File: src/rtl/fifo_pkg.sv
// Shared constants and helpers for the fifo_v2 family.
package fifo_pkg;

    localparam int DEF_W = 8;
    localparam int DEF_N = 4;

    localparam int FWFT_REG  = 0;
    localparam int FWFT_FALL = 1;

    function automatic int unsigned clog2(input int unsigned n);
        int unsigned r;
        r = 0;
        for (int unsigned v = n - 1; v > 0; v = v >> 1)
            r++;
        return r;
    endfunction

endpackage

File: src/rtl/fifo_ram.sv
// D x W storage: one synchronous write port, one asynchronous read port, no reset.
module fifo_ram
    import fifo_pkg::*;
#(
    parameter int W  = DEF_W,
    parameter int D  = 1 << DEF_N,
    parameter int AW = clog2(D)
) (
    input  logic          clk,
    input  logic          we,
    input  logic [AW-1:0] wa,
    input  logic [W-1:0]  wd,
    input  logic [AW-1:0] ra,
    output logic [W-1:0]  rd
);

    logic [W-1:0] mem [D];

    always_ff @(posedge clk) begin
        if (we)
            mem[wa] <= wd;
    end

    assign rd = mem[ra];

endmodule

File: src/rtl/fifo_v2.sv
// Synchronous FIFO: pointers, occupancy counter, status/error flags and
// either a registered read port or first-word-fall-through output.
module fifo_v2
    import fifo_pkg::*;
#(
    parameter int W    = DEF_W,
    parameter int N    = DEF_N,
    parameter int AF   = (1 << N) - 1,
    parameter int AE   = 1,
    parameter int FWFT = FWFT_REG
) (
    input  logic         clk,
    input  logic         rst_n,
    input  logic         clr,
    input  logic         we,
    input  logic [W-1:0] wd,
    input  logic         re,
    output logic [W-1:0] rd,
    output logic         rv,
    output logic         full,
    output logic         empty,
    output logic         afull,
    output logic         aempty,
    output logic [N:0]   level,
    output logic         ovf,
    output logic         udf
);

    localparam int         D      = 1 << N;
    localparam logic [N:0] LVL_D  = (N + 1)'(D);
    localparam logic [N:0] LVL_AF = (N + 1)'(AF);
    localparam logic [N:0] LVL_AE = (N + 1)'(AE);

    logic [N-1:0] wptr;
    logic [N-1:0] rptr;
    logic         wr_ok;
    logic         rd_ok;
    logic [W-1:0] head;

    assign full   = (level == LVL_D);
    assign empty  = (level == '0);
    assign afull  = (level >= LVL_AF);
    assign aempty = (level <= LVL_AE);

    // full/empty gate acceptance, so simultaneous re&we on a full FIFO only
    // reads and on an empty FIFO only writes
    assign wr_ok = we && !full && !clr;
    assign rd_ok = re && !empty && !clr;

    always_ff @(posedge clk or negedge rst_n) begin
        if (!rst_n) begin
            wptr  <= '0;
            rptr  <= '0;
            level <= '0;
            ovf   <= 1'b0;
            udf   <= 1'b0;
        end else if (clr) begin
            wptr  <= '0;
            rptr  <= '0;
            level <= '0;
            ovf   <= 1'b0;
            udf   <= 1'b0;
        end else begin
            if (wr_ok)
                wptr <= wptr + 1'b1;
            if (rd_ok)
                rptr <= rptr + 1'b1;
            case ({wr_ok, rd_ok})
                2'b10:   level <= level + 1'b1;
                2'b01:   level <= level - 1'b1;
                default: level <= level;
            endcase
            if (we && full)
                ovf <= 1'b1;
            if (re && empty)
                udf <= 1'b1;
        end
    end

    fifo_ram #(
        .W (W),
        .D (D)
    ) u_ram (
        .clk (clk),
        .we  (wr_ok),
        .wa  (wptr),
        .wd  (wd),
        .ra  (rptr),
        .rd  (head)
    );

    if (FWFT == FWFT_REG) begin : g_reg
        logic [W-1:0] rd_q;
        logic         rv_q;

        always_ff @(posedge clk or negedge rst_n) begin
            if (!rst_n) begin
                rd_q <= '0;
                rv_q <= 1'b0;
            end else begin
                rv_q <= rd_ok;
                if (rd_ok)
                    rd_q <= head;
            end
        end

        assign rd = rd_q;
        assign rv = rv_q;
    end else begin : g_fwft
        assign rd = head;
        assign rv = !empty;
    end

endmodule

File: config.mk
export PLATFORM = sky130hd
export DESIGN_NAME = fifo_v2
export DESIGN_NICKNAME = d
export VERILOG_FILES = /design/src/rtl/fifo_pkg.sv /design/src/rtl/fifo_ram.sv /design/src/rtl/fifo_v2.sv
export SDC_FILE = /design/constraint.sdc
export NUM_CORES = 1
export LEC_CHECK = 0
export CORE_UTILIZATION = 60
export CTS_BUF_LIST = sky130_fd_sc_hd__clkbuf_4 sky130_fd_sc_hd__clkbuf_8 sky130_fd_sc_hd__clkbuf_16
export DETAILED_ROUTE_END_ITERATION = 8
export GPL_ROUTABILITY_DRIVEN = 0
export HOLD_SLACK_MARGIN = 0.05
export PLACE_DENSITY = 0.8
export SETUP_SLACK_MARGIN = 0.3
export SLEW_MARGIN = 20
export SYNTH_ARGS = -nofsm -noshare
export SYNTH_HDL_FRONTEND = slang
export SYNTH_SLANG_ARGS = --single-unit
File: constraint.sdc
create_clock -name clk -period 5.25 [get_ports clk]
set_input_delay 1.3125 -clock clk [delete_from_list [all_inputs] [get_ports clk]]
set_output_delay 1.3125 -clock clk [all_outputs]
set_load 0.01 [all_outputs]
==> out/results.txt <==
Run status: completed
Asr flop ratio synth: 0.1579
Cell Pwr Density: 463.2 nW/um2
Final #Nets: 404
Final ANT Viol Nets: 0
TritonRoute pass-1 iters: 5
Crit Path Category: reg -> out
DR vias: 3333
First-pass GRT wire length: 19950 um
Ports: 33
Die width: 103.9 um
Comb power frac: 0.211
Cells after synthesis: 346
Final setup viols: 0
Pleak: 2.390 nW
Critical-path cell list: inv_1 > ha_1 > or4b_4 > clkinv_8 > clkdlybuf4s50_1
RSZ-0062 raised after global routing: no
FP Rows: 36
Max-cap violations: 0
Yosys reg bits: 152
VDD IR max: 0.2980 mV
Sequential share of power: 0.447
Avg WL per Cell: 24.39 um
Commonest non-fill, non-tap cell in the layout: edfxtp_1
CP arrival: 2520 ps
Clock Sinks: 152
Most frequent cells in the layout: edfxtp_1 (128), mux4_2 (32), nor2_1 (31), clkdlybuf4s50_1 (31), dfrtp_1 (23)
Via density: 6.324
CTS tree: built
Post-CTS setup buffers: 0
Die Y: 103.9 um
Final Max Slew Viols: 0
H-tree Lvls: 4
Num CTS Buffers: 17
DRT iter0 DRCs: 328
Layout cells sized above 1: 0.2132
CP max-delay cell: or4b_4
CTS Buffer Depth: 2
Sw Ratio: 0.2861
Startpoint types: flip-flop
Psw: 952.9 uW
Cell family with most CP delay: buffers and inverters
Worst-Margin Slew: 886.0 ps
Final Power: 3.331 mW
P&R area growth vs syn: 15.31%
Max-slew headroom: 0.4093
Post-synth EDFFs: 128
DRC errors left: 0
Hold-fix buffers at CTS: 0
Tcrit/Tclk final: 0.7297
Seq/Total Area, Yosys: 0.7127
Worst Path Buf+Inv: 3
Clock Power Share: 0.341
Post-synthesis net count: 369
Initial antenna violation count: 0
Worst-path maximum fanout: 7
Most common flop cell mapped by yosys: edfxtp_1
Clk_lat worst skew: 520 ps
Ant diodes: 0
Root Driver: clkbuf_8
Gr ovfl total: 0
Vias in the first global route: 3410
Post-cts sizing count: 0
Clock skew: 5.267 ps
Syn Std Cell Area: 6236 um2
WP data required: 3940 ps
Drt total wl: 12860 um
Hold Path Class: reg -> reg
CP max stage delay: 540 ps
Fmax: 261.0 MHz
Synth Area per Inst: 18.02 um2
Cell Int Power: 2.378 mW
Hpwl dp: 8010 um
Die footprint: 10800 um2
CP endpoint kind: primary output
All-layer global routing usage: 0.2601
Final TNS setup: 0 ps
Crit path time final: 3831 ps
Fill cell count: 582
Clk slew on worst S/H paths: 70 ps
Starting density of the core: 0.6293
Placeable Area: 9910 um2
Post-synth cell types: 46
I/O Buffers: 32
Yosys warning total: 0
Largest net degree at the start of global routing: 35
Hold Fails Final Rpt: 0
[area by class of cell]
class / instances / area, um2 / share of cell area
repair buffers: 35 / 337.8 / 0.04698
inverters: 11 / 53.80 / 0.007482
clock inverters: 15 / 142.6 / 0.01984
flip-flops and latches: 152 / 4446 / 0.6182
well taps: 133 / 166.4 / 0.02314
clock buffers: 17 / 414.1 / 0.05760
multi-input cells: 164 / 1630 / 0.2267
[worst reg2reg max path, delay by kind of cell (launching register included)]
family	cells	cell delay, ps
adder cells (fa/ha/maj)	1	220
AND/OR/NAND/NOR	4	1520
flip-flops	1	470
buffers and inverters	1	150
[power by group through the flow]
| stage | combinational, mW | clock, mW | sequential (mW) |
|---|---|---|---|
| after floorplan | 0.445 | 0 | 1.50 |
| after global routing | 0.761 | 1.19 | 1.50 |
| after global placement | 0.689 | 0 | 1.51 |
| after detailed placement | 0.700 | 0 | 1.51 |
| after CTS | 0.706 | 1.14 | 1.49 |
| final | 0.704 | 1.14 | 1.49 |
[cells by family after synthesis]
| group | synth area share |
|---|---|
| flops | 0.7127 |
| simple gates | 0.04976 |
| mux | 0.1358 |
| compound gates | 0.04234 |
| buf+inv | 0.02588 |
| fa+ha+maj | 0.02006 |
| xor+xnor | 0.01344 |
[path summary, 6_finish.rpt]
path | from | end | slack, ps | cells past startpoint
hold / removal | udf$_DFFE_PN0P_ | udf$_DFFE_PN0P_ | 520 | 2
max in group asynchronous | rst_n | rptr[2]$_DFFE_PN0P_ | 4020 | 1
setup reg to reg | level[1]$_DFFE_PN0P_ | u_ram.mem[2][7]$_DFFE_PP_ | 2520 | 6
min in group asynchronous | rst_n | ovf$_DFFE_PN0P_ | 790 | 1
hold reg to reg | udf$_DFFE_PN0P_ | udf$_DFFE_PN0P_ | 520 | 2
setup / recovery | level[1]$_DFFE_PN0P_ | empty | 1420 | 5
[metrics by stage]
stage                     setup WS, ps    util  std cells  hold WS (ps)  instance area (um2)
final                             1419  0.7256        527         517.5                 7191
after global routing              1326  0.7256        527         588.4                 7191
after CTS                         1411  0.7256        527         529.6                 7191
after detailed placement          1611  0.6694        495         512.8                 6634
after global placement            1701  0.6699        495         483.8                 6639
after floorplan                   2526       -        346         526.3                 6236
[Yosys cell counts (2+ instances only)]
| master | instances | area [um2] |
|---|---|---|
| nand3_1 | 6 | 30.03 |
| edfxtp_1 | 128 | 3844 |
| clkbuf_1 | 5 | 18.77 |
| mux4_2 | 32 | 720.7 |
| xnor2_1 | 5 | 43.79 |
| buf_6 | 2 | 22.52 |
| nand2_1 | 4 | 15.01 |
| o21ai_1 | 2 | 10.01 |
| or3_1 | 2 | 12.51 |
| nor2b_1 | 2 | 12.51 |
| nand4_1 | 3 | 18.77 |
| buf_4 | 3 | 22.52 |
| ha_1 | 10 | 125.1 |
| nor3_1 | 3 | 15.01 |
| mux2_2 | 8 | 90.09 |
| inv_1 | 9 | 33.78 |
| a21oi_1 | 16 | 80.08 |
| nor2_1 | 31 | 116.4 |
| xor2_1 | 2 | 17.52 |
| and3_1 | 2 | 12.51 |
| o22ai_1 | 16 | 100.1 |
| dfrtp_1 | 24 | 600.6 |
| buf_2 | 8 | 40.04 |
[state kept, by name (all words and copies together), names as in the netlist]
register	cells
u_ram.mem	128
rv	1
rd	8
level	5
udf	1
wptr	4
rptr	4
ovf	1
[routing by layer]
| layer | GRT usage | part of all wire | up-vias |
|---|---|---|---|
| li1 | - | - | 1437 |
| met1 | 0.3645 | 0.42 | 1699 |
| met2 | 0.3852 | 0.47 | 176 |
| met3 | 0.08521 | 0.082 | 21 |
| met4 | 0.09796 | 0.028 | 0 |
| met5 | 0 | 0 | - |
No activity file was read; power rests on OpenSTA's default activity.
